<file path="src/rtl/core_obuf_pkg.sv">
`default_nettype none
// ============================================================================
// Package     : core_obuf_pkg
// Description : Shared types and constants for the core output buffer
//               (FIFO + parallel-to-serial link transmitter).
// Contents    : default geometry, beat count/width helpers, FSM state enum.
// Revision    : 1.0 - initial release
// ============================================================================
package core_obuf_pkg;

  localparam int GBUS_DATA_DEF   = 16;
  localparam int OBUF_DATA_DEF   = 64;
  localparam int OBUF_DEPTH_DEF  = 16;
  localparam int ALERT_DEPTH_DEF = 3;

  // Width of a beat index; a single-beat word still needs a 1-bit counter.
  function automatic int beat_bits(input int n);
    return (n > 1) ? $clog2(n) : 1;
  endfunction

  localparam int BEAT_NUM = OBUF_DATA_DEF / GBUS_DATA_DEF;
  localparam int BEAT_BIT = beat_bits(BEAT_NUM);

  typedef enum logic [1:0] {
    IDLE  = 2'd0,
    FETCH = 2'd1,
    SEND  = 2'd2
  } obuf_state_e;

endpackage
`default_nettype wire

</file>
<file path="src/rtl/core_obuf_p2s_if.sv">
`default_nettype none
// ============================================================================
// Interface   : core_obuf_p2s_if
// Description : Bundles the core write side, FIFO status and outbound
//               GBUS/clink beat handshake of the output buffer.
// Modports    : slave  - the output buffer itself
//               master - the core / link environment around it
// Revision    : 1.0 - initial release
// ============================================================================
interface core_obuf_p2s_if
  import core_obuf_pkg::*;
#(
  parameter int GBUS_DATA  = GBUS_DATA_DEF,
  parameter int OBUF_DATA  = OBUF_DATA_DEF,
  parameter int OBUF_DEPTH = OBUF_DEPTH_DEF
);
  localparam int OBUF_ADDR = $clog2(OBUF_DEPTH);

  // core write side
  logic                 obuf_wen;
  logic [OBUF_DATA-1:0] obuf_wdata;
  // FIFO status
  logic                 obuf_full;
  logic                 obuf_almost_full;
  logic                 obuf_empty;
  logic [OBUF_ADDR:0]   obuf_count;
  logic                 obuf_overflow;
  logic                 obuf_busy;
  // outbound beat channel
  logic [GBUS_DATA-1:0] gbus_wdata;
  logic                 gbus_wvalid;
  logic                 gbus_wlast;
  logic                 gbus_wready;

  modport slave (
    input  obuf_wen, obuf_wdata, gbus_wready,
    output obuf_full, obuf_almost_full, obuf_empty, obuf_count,
           obuf_overflow, obuf_busy, gbus_wdata, gbus_wvalid, gbus_wlast
  );

  modport master (
    output obuf_wen, obuf_wdata, gbus_wready,
    input  obuf_full, obuf_almost_full, obuf_empty, obuf_count,
           obuf_overflow, obuf_busy, gbus_wdata, gbus_wvalid, gbus_wlast
  );

endinterface
`default_nettype wire

</file>
<file path="src/rtl/mem_dp_obuf.sv">
`default_nettype none
// ============================================================================
// Module      : mem_dp_obuf
// Description : 1R1W memory for the output buffer FIFO. Synchronous read
//               with one cycle of latency; a read and a write to the same
//               entry in one cycle return the old contents.
// Ports       : clk          - clock
//               waddr/wen/wdata - write port
//               raddr/ren    - read request
//               rdata        - read data, valid the cycle after ren
// Revision    : 1.0 - initial release
// ============================================================================
module mem_dp_obuf
  import core_obuf_pkg::*;
#(
  parameter int OBUF_DATA  = OBUF_DATA_DEF,
  parameter int OBUF_DEPTH = OBUF_DEPTH_DEF,
  localparam int ADDR_W    = $clog2(OBUF_DEPTH)
) (
  input  logic                 clk,
  input  logic [ADDR_W-1:0]    waddr,
  input  logic                 wen,
  input  logic [OBUF_DATA-1:0] wdata,
  input  logic [ADDR_W-1:0]    raddr,
  input  logic                 ren,
  output logic [OBUF_DATA-1:0] rdata
);

  logic [OBUF_DATA-1:0] mem_q [OBUF_DEPTH];
  logic [OBUF_DATA-1:0] rdata_q;

  // Storage is deliberately unreset; the FIFO pointers define validity.
  always_ff @(posedge clk) begin
    if (wen) begin
      mem_q[waddr] <= wdata;
    end
    if (ren) begin
      rdata_q <= mem_q[raddr];
    end
  end

  assign rdata = rdata_q;

endmodule
`default_nettype wire

</file>
<file path="src/rtl/core_obuf_p2s.sv">
`default_nettype none
// ============================================================================
// Module      : core_obuf_p2s
// Description : Core output buffer. Result words written by the core are
//               queued in a FIFO and serialized, least-significant slice
//               first, into GBUS_DATA-wide beats on a valid/ready link.
// Ports       : clk   - clock
//               rstn  - asynchronous active-low reset
//               bus   - core_obuf_p2s_if.slave: core write strobe/data,
//                       FIFO status (full/almost_full/empty/count/overflow),
//                       busy flag and outbound beat handshake
// Revision    : 1.0 - initial release
// ============================================================================
module core_obuf_p2s
  import core_obuf_pkg::*;
#(
  parameter int GBUS_DATA   = GBUS_DATA_DEF,
  parameter int OBUF_DATA   = OBUF_DATA_DEF,
  parameter int OBUF_DEPTH  = OBUF_DEPTH_DEF,
  parameter int ALERT_DEPTH = ALERT_DEPTH_DEF
) (
  input  logic            clk,
  input  logic            rstn,
  core_obuf_p2s_if.slave  bus
);

  localparam int OBUF_ADDR = $clog2(OBUF_DEPTH);
  localparam int PTR_W     = OBUF_ADDR + 1;
  localparam int BEATS     = OBUF_DATA / GBUS_DATA;
  localparam int BEAT_W    = beat_bits(BEATS);

  localparam logic [BEAT_W-1:0] LAST_BEAT = BEAT_W'(BEATS - 1);
  localparam logic [PTR_W-1:0]  AF_LEVEL  = PTR_W'(OBUF_DEPTH - ALERT_DEPTH);

  // --------------------------------------------------------------------------
  // State
  // --------------------------------------------------------------------------
  logic [PTR_W-1:0]     waddr_q, waddr_d;
  logic [PTR_W-1:0]     raddr_q, raddr_d;
  logic                 overflow_q, overflow_d;
  obuf_state_e          state_q, state_d;
  logic [BEAT_W-1:0]    beat_q, beat_d;
  logic [OBUF_DATA-1:0] word_q, word_d;

  logic [OBUF_DATA-1:0] mem_rdata;
  logic                 empty;
  logic                 full;
  logic [PTR_W-1:0]     count;
  logic                 ren;
  logic                 wvalid;
  logic                 wen_ok;
  logic                 beat_acc;
  logic                 last_beat;

  // --------------------------------------------------------------------------
  // FIFO pointer arithmetic: the MSB is a wrap bit that tells full from empty
  // when the low (memory index) bits coincide.
  // --------------------------------------------------------------------------
  assign empty = (waddr_q == raddr_q);
  assign full  = (waddr_q[OBUF_ADDR] != raddr_q[OBUF_ADDR]) &&
                 (waddr_q[OBUF_ADDR-1:0] == raddr_q[OBUF_ADDR-1:0]);
  assign count = waddr_q - raddr_q;

  // A write into a full FIFO still lands when the same cycle frees an entry.
  assign wen_ok    = bus.obuf_wen & (~full | ren);
  assign beat_acc  = (state_q == SEND) & bus.gbus_wready;
  assign last_beat = (beat_q == LAST_BEAT);

  // --------------------------------------------------------------------------
  // FSM: state register
  // --------------------------------------------------------------------------
  always_ff @(posedge clk or negedge rstn) begin
    if (!rstn) begin
      state_q <= IDLE;
    end else begin
      state_q <= state_d;
    end
  end

  // --------------------------------------------------------------------------
  // FSM: next state
  // --------------------------------------------------------------------------
  always_comb begin
    state_d = state_q;
    case (state_q)
      IDLE: begin
        if (!empty) begin
          state_d = FETCH;
        end
      end
      FETCH: begin
        state_d = SEND;
      end
      SEND: begin
        if (beat_acc && last_beat) begin
          state_d = empty ? IDLE : FETCH;
        end
      end
      default: begin
        state_d = IDLE;
      end
    endcase
  end

  // --------------------------------------------------------------------------
  // FSM: outputs. The read for the next word is issued while the last beat
  // of the current word is accepted, so back-to-back words cost only the
  // single FETCH cycle.
  // --------------------------------------------------------------------------
  always_comb begin
    wvalid = 1'b0;
    ren    = 1'b0;
    case (state_q)
      IDLE: begin
        ren = ~empty;
      end
      SEND: begin
        wvalid = 1'b1;
        ren    = beat_acc & last_beat & ~empty;
      end
      default: begin
        wvalid = 1'b0;
        ren    = 1'b0;
      end
    endcase
  end

  // --------------------------------------------------------------------------
  // Datapath next state: pointers, overflow flag, serializer
  // --------------------------------------------------------------------------
  always_comb begin
    waddr_d    = waddr_q;
    raddr_d    = raddr_q;
    overflow_d = overflow_q;
    beat_d     = beat_q;
    word_d     = word_q;

    if (wen_ok) begin
      waddr_d = waddr_q + PTR_W'(1);
    end
    if (bus.obuf_wen && !wen_ok) begin
      overflow_d = 1'b1;
    end
    if (ren) begin
      raddr_d = raddr_q + PTR_W'(1);
    end

    // The outgoing beat is always the low slice; shifting right walks the
    // word from its least-significant slice upward.
    if (state_q == FETCH) begin
      word_d = mem_rdata;
      beat_d = '0;
    end else if (beat_acc && !last_beat) begin
      word_d = word_q >> GBUS_DATA;
      beat_d = beat_q + BEAT_W'(1);
    end
  end

  always_ff @(posedge clk or negedge rstn) begin
    if (!rstn) begin
      waddr_q    <= '0;
      raddr_q    <= '0;
      overflow_q <= 1'b0;
      beat_q     <= '0;
      word_q     <= '0;
    end else begin
      waddr_q    <= waddr_d;
      raddr_q    <= raddr_d;
      overflow_q <= overflow_d;
      beat_q     <= beat_d;
      word_q     <= word_d;
    end
  end

  // --------------------------------------------------------------------------
  // Storage
  // --------------------------------------------------------------------------
  mem_dp_obuf #(
    .OBUF_DATA  (OBUF_DATA),
    .OBUF_DEPTH (OBUF_DEPTH)
  ) u_mem (
    .clk   (clk),
    .waddr (waddr_q[OBUF_ADDR-1:0]),
    .wen   (wen_ok),
    .wdata (bus.obuf_wdata),
    .raddr (raddr_q[OBUF_ADDR-1:0]),
    .ren   (ren),
    .rdata (mem_rdata)
  );

  // --------------------------------------------------------------------------
  // Outputs
  // --------------------------------------------------------------------------
  assign bus.obuf_full        = full;
  assign bus.obuf_almost_full = (count >= AF_LEVEL);
  assign bus.obuf_empty       = empty;
  assign bus.obuf_count       = count;
  assign bus.obuf_overflow    = overflow_q;
  assign bus.obuf_busy        = (state_q != IDLE);
  assign bus.gbus_wvalid      = wvalid;
  assign bus.gbus_wlast       = wvalid & last_beat;
  assign bus.gbus_wdata       = wvalid ? word_q[GBUS_DATA-1:0] : '0;

endmodule
`default_nettype wire
</file>
<file path="src/flat_wrapper.sv">
// flat-port wrapper written by rule: the top's interface ports become plain ports
module core_obuf_p2s_flat import core_obuf_pkg::*;
#(
  parameter int GBUS_DATA   = GBUS_DATA_DEF,
  parameter int OBUF_DATA   = OBUF_DATA_DEF,
  parameter int OBUF_DEPTH  = OBUF_DEPTH_DEF,
  parameter int ALERT_DEPTH = ALERT_DEPTH_DEF
)
  (clk, rstn, bus_obuf_wen, bus_obuf_wdata, bus_gbus_wready, bus_obuf_full, bus_obuf_almost_full, bus_obuf_empty, bus_obuf_count, bus_obuf_overflow, bus_obuf_busy, bus_gbus_wdata, bus_gbus_wvalid, bus_gbus_wlast);
  core_obuf_p2s_if #(.GBUS_DATA(GBUS_DATA), .OBUF_DATA(OBUF_DATA), .OBUF_DEPTH(OBUF_DEPTH)) bus_i ();
  input  logic clk;
  input  logic rstn;
  input wire logic [$bits(bus_i.obuf_wen)-1:0] bus_obuf_wen;
  input wire logic [$bits(bus_i.obuf_wdata)-1:0] bus_obuf_wdata;
  input wire logic [$bits(bus_i.gbus_wready)-1:0] bus_gbus_wready;
  output wire logic [$bits(bus_i.obuf_full)-1:0] bus_obuf_full;
  output wire logic [$bits(bus_i.obuf_almost_full)-1:0] bus_obuf_almost_full;
  output wire logic [$bits(bus_i.obuf_empty)-1:0] bus_obuf_empty;
  output wire logic [$bits(bus_i.obuf_count)-1:0] bus_obuf_count;
  output wire logic [$bits(bus_i.obuf_overflow)-1:0] bus_obuf_overflow;
  output wire logic [$bits(bus_i.obuf_busy)-1:0] bus_obuf_busy;
  output wire logic [$bits(bus_i.gbus_wdata)-1:0] bus_gbus_wdata;
  output wire logic [$bits(bus_i.gbus_wvalid)-1:0] bus_gbus_wvalid;
  output wire logic [$bits(bus_i.gbus_wlast)-1:0] bus_gbus_wlast;
  assign bus_i.obuf_wen = bus_obuf_wen;
  assign bus_i.obuf_wdata = bus_obuf_wdata;
  assign bus_i.gbus_wready = bus_gbus_wready;
  assign bus_obuf_full = bus_i.obuf_full;
  assign bus_obuf_almost_full = bus_i.obuf_almost_full;
  assign bus_obuf_empty = bus_i.obuf_empty;
  assign bus_obuf_count = bus_i.obuf_count;
  assign bus_obuf_overflow = bus_i.obuf_overflow;
  assign bus_obuf_busy = bus_i.obuf_busy;
  assign bus_gbus_wdata = bus_i.gbus_wdata;
  assign bus_gbus_wvalid = bus_i.gbus_wvalid;
  assign bus_gbus_wlast = bus_i.gbus_wlast;
  core_obuf_p2s #(.GBUS_DATA(GBUS_DATA), .OBUF_DATA(OBUF_DATA), .OBUF_DEPTH(OBUF_DEPTH), .ALERT_DEPTH(ALERT_DEPTH)) u_core (.clk(clk), .rstn(rstn), .bus(bus_i));
endmodule
</file>
<file path="config.mk">
export PLATFORM = sky130hd
export DESIGN_NAME = core_obuf_p2s_flat
export DESIGN_NICKNAME = d
export VERILOG_FILES = /design/src/rtl/core_obuf_pkg.sv /design/src/rtl/core_obuf_p2s_if.sv /design/src/rtl/mem_dp_obuf.sv /design/src/rtl/core_obuf_p2s.sv /design/src/flat_wrapper.sv
export SDC_FILE = /design/constraint.sdc
export NUM_CORES = 1
export LEC_CHECK = 0
export CAP_MARGIN = 10
export CORE_ASPECT_RATIO = 0.9
export CORE_MARGIN = 1.5
export CORE_UTILIZATION = 50
export CTS_CLUSTER_SIZE = 25
export DETAILED_ROUTE_END_ITERATION = 7
export GPL_TIMING_DRIVEN = 0
export PLACE_DENSITY = 0.69
export SLEW_MARGIN = 20
export SYNTH_ARGS = -nofsm -noshare
export SYNTH_HDL_FRONTEND = slang
export SYNTH_SLANG_ARGS = --single-unit
export TNS_END_PERCENT = 5
</file>
<file path="constraint.sdc">
create_clock -name clk -period 5 [get_ports clk]
set_input_delay 1 -clock clk [delete_from_list [all_inputs] [get_ports clk]]
set_output_delay 1 -clock clk [all_outputs]
set_load 0.05 [all_outputs]
</file>
==> flow_metrics.py <==
metrics = {
    "clocking": {
        "clkSlewWorstSetupHoldPaths_ns": 0.06,
        "cts_tree": "done",
        "clkLatencyLatePin_ns": 0.69,
        "clkSinkCount": 1167,
        "cts_buffer_depth": 3,
        "htreeDepth": 3,
        "ctsRootBufferMaster": "clkbuf_16",
        "cts_hold_buf": 0,
        "cts_setup_buffers": 0,
        "cts_buffers": 113,
        "ctsResizeCount": 10,
    },
    "final_layout": {
        "finalInstanceArea_um2": 51420,
        "syn_to_final_growth_pct": 14.94,
        "final_core_util_pct": 58.33,
        "layout-drive-gt1-share_pct": 19.47,
        "regArea_um2": 34650,
        "final_net_count": 2490,
        "multiInputGateArea_um2": 9360,
        "fin_cells": 3664,
        "fillCellCount": 6313,
    },
    "synthesis": {
        "syn_area_per_cell_um2": 20.59,
        "yosysMostFrequentCell": "edfxtp_1",
        "synth_fa_ha_area_share_pct": 0.3244,
        "synth-edff-count": 1088,
        "synth-seq-area-share_pct": 77.45,
        "ys_top_cells_by_area": "edfxtp_1 (73%), mux4_2 (9.7%), mux2i_1 (4.7%), dfrtp_1 (4.4%), o21ai_1 (1.2%)",
        "netlist_area_um2": 44730,
        "synth-xor-area-share_pct": 0.2489,
        "ys_seq_elements": 1167,
        "synth_warnings": 0,
        "synth-simple-area-share_pct": 1.866,
        "muxShareOfSynthArea_pct": 14.38,
        "asyncSetResetFlopFracSynth_pct": 6.769,
        "synth_top_family_by_area": "multiplexers",
        "synth_top_area_cell": "edfxtp_1",
        "synth.top_cell.area_share_pct": 73.03,
        "synthFlopType": "edfxtp_1",
        "synth_cells": 2173,
        "ys_types": 48,
        "synthesis.nets": 2252,
        "synth_compound_area_share_pct": 3.927,
        "synth_commonest_cells": "edfxtp_1 (1088), mux2i_1 (208), mux4_2 (192)",
    },
    "global_routing": {
        "grt-busiest-layer": "met2",
        "met2_usage_pct": 36.34,
        "antenna_found_initial": 5,
        "grt_overflow": 0,
        "grt_usage_pct": 22.16,
        "grt_pass1_wl_um": 148000,
        "grt_use_met3_pct": 5.046,
        "met1_usage_pct": 29.33,
        "grt_max_degree": 52,
        "grt_pass1_vias": 23113,
    },
    "setup_path": {
        "crit_required_ns": 4.00,
        "worst-path-max-fanout": 10,
        "r2r-start": "u_core.raddr_q[2]$_DFFE_PN0P_",
        "startpoint_type": "flop",
        "reg2reg_to": "u_core.u_mem.mem_q[2][20]$_DFFE_PP_",
        "critPathLaunch": "u_core.raddr_q[2]$_DFFE_PN0P_",
        "reg2reg_slack_ns": 0.47,
        "r2r_cells": 13,
        "crit_arrival_ns": 3.82,
        "endpoint_kind": "output pin",
        "worst-setup-path-type": "flop to output pin",
    },
    "outcome": {
        "status": "completed",
    },
    "placement": {
        "dpl_worst_slack_ns": 0.1296,
        "dpl-instance-area_um2": 47840,
        "io_buffers": 95,
        "dp.cells": 3452,
        "gp_congestion": 0.8437,
        "hpwl_um": 63140,
    },
    "die": {
        "core_um2": 88150,
        "die_w_um": 318.3,
        "dieHeight_um": 286.8,
        "io_pins": 96,
        "start_util_pct": 50.75,
        "dieArea_um2": 91270,
        "rows": 103,
    },
    "route": {
        "finalWirelength_um": 100300,
        "drtPass1Iterations": 8,
        "initialDrtViolationCount": 2311,
        "ant_nets": 0,
        "num_vias": 22063,
        "vias_per_cell": 6.022,
        "avgRoutedWirePerCell_um": 27.37,
        "drc": 0,
    },
    "power_and_ir_drop": {
        "p_comb_share_pct": 31.6,
        "seqPwrFrac_pct": 42.0,
        "power.density_nw_per_um2": 600.9,
        "ir_drop_mv": 0.3707,
        "p_leak_nw": 17.03,
        "sw_frac_of_total_pct": 32.71,
        "total_power_mw": 30.90,
        "pwr-share-clk_pct": 26.4,
        "p_int_mw": 20.79,
        "switchingPower_mw": 10.11,
    },
    "timing": {
        "skew_ns": 0.02045,
        "slew_headroom_pct": 35.75,
        "finalSetupTns_ns": 0,
        "tightest_slew_ns": 0.9638,
        "period_share_pct": 96.48,
        "drv_slew": 0,
        "hold_violations": 0,
        "post-route-min-period_ns": 4.824,
        "worst_slack_ns": 0.1759,
        "setup_viol": 0,
        "fmax_ghz": 0.2073,
        "grt_setup_unrepaired": "false",
        "hold_slack_ns": 0.2360,
    },
    "worst_hold_path": {
        "hold_path_class": "input pin to asynchronous set/reset pin",
    },
    "flow_run": {
        "max_cap_violations": 0,
    },
}
[worst max path at each step]
stage                                           endpoint  depth (start not counted)  slack, ns
floorplan            u_core.u_mem.mem_q[15][0]$_DFFE_PP_                          9       0.11
global placement    u_core.u_mem.mem_q[15][26]$_DFFE_PP_                          9      -4.16
detailed placement   u_core.u_mem.mem_q[2][20]$_DFFE_PP_                         13       0.13
CTS                                 bus_obuf_almost_full                         11       0.15
global route                        bus_obuf_almost_full                         11      0.005
finish                              bus_obuf_almost_full                         11       0.18
[critical path: stages, from the launching register on]
cell             delay [ns]
dfrtp_1                0.32
buf_2                  0.30
buf_6                  0.32
buf_4                  0.28
buf_2                  0.31
inv_1                  0.09
ha_1                   0.35
a21o_1                 0.18
a21oi_1                0.17
xnor2_1                0.17
a41o_1                 0.12
clkdlybuf4s15_1        0.49
[area by class of cell]
class                   instances  share of cell area (%)
well taps                    1155                   2.811
flip-flops and latches       1167                   67.38
clock buffers                 157                   5.957
plain buffers                 125                   1.526
diodes                          2                0.009733
inverters                       8                 0.06570
repair buffers                124                   3.054
clock inverters                54                  0.9904
multi-input cells             872                   18.20
[power by group through the flow]
| stage | combinational [mW] | clock [mW] | sequential (mW) |
|---|---|---|---|
| floorplan | 6.44 | 0 | 12.9 |
| global placement | 9.33 | 0 | 13.2 |
| detailed placement | 9.80 | 0 | 13.2 |
| CTS | 9.82 | 8.27 | 13.0 |
| global route | 10.4 | 8.65 | 13.1 |
| finish | 9.76 | 8.16 | 13.0 |
[cell usage in the layout, fill, tap and decap left out, types with 5 or more instances in the layout]
master,instances
a221oi_1,59
a221oi_2,6
a22oi_1,32
and2_1,21
and3_4,13
buf_12,13
buf_16,11
buf_2,38
buf_4,10
buf_6,21
buf_8,10
bufinv_16,6
clkbuf_1,85
clkbuf_16,113
clkbuf_8,7
clkdlybuf4s50_1,89
clkinv_1,17
clkinv_2,18
clkinvlp_4,7
dfrtp_1,79
edfxtp_1,1088
ha_1,10
inv_1,7
mux2i_1,208
mux4_2,192
nand2_1,120
nor2b_1,5
o21ai_0,55
o21ai_1,108
xor2_1,5
[logic make-up after synthesis]
| kind of cell | count (synthesis) |
|---|---|
| simple gates | 180 |
| flops | 1167 |
| xor+xnor | 11 |
| fa+ha+maj | 11 |
| mux | 402 |
| buf+inv | 134 |
| compound gates | 268 |
[sequential cells by signal, summed over array words and instances, names as in the netlist]
name	count
u_core.beat_q	2
u_core.bus.obuf_overflow	1
u_core.raddr_q	5
u_core.state_q	2
u_core.u_mem.mem_q	1024
u_core.u_mem.rdata	64
u_core.waddr_q	5
u_core.word_q	64
[metal layers]
metal | up-vias | share of wire [%]
met3 | 183 | 7.3
met2 | 900 | 49
met4 | 8 | 3.2
met1 | 11571 | 40
met5 | - | 0.17
li1 | 9401 | -
No activity file was read; power rests on OpenSTA's default activity.
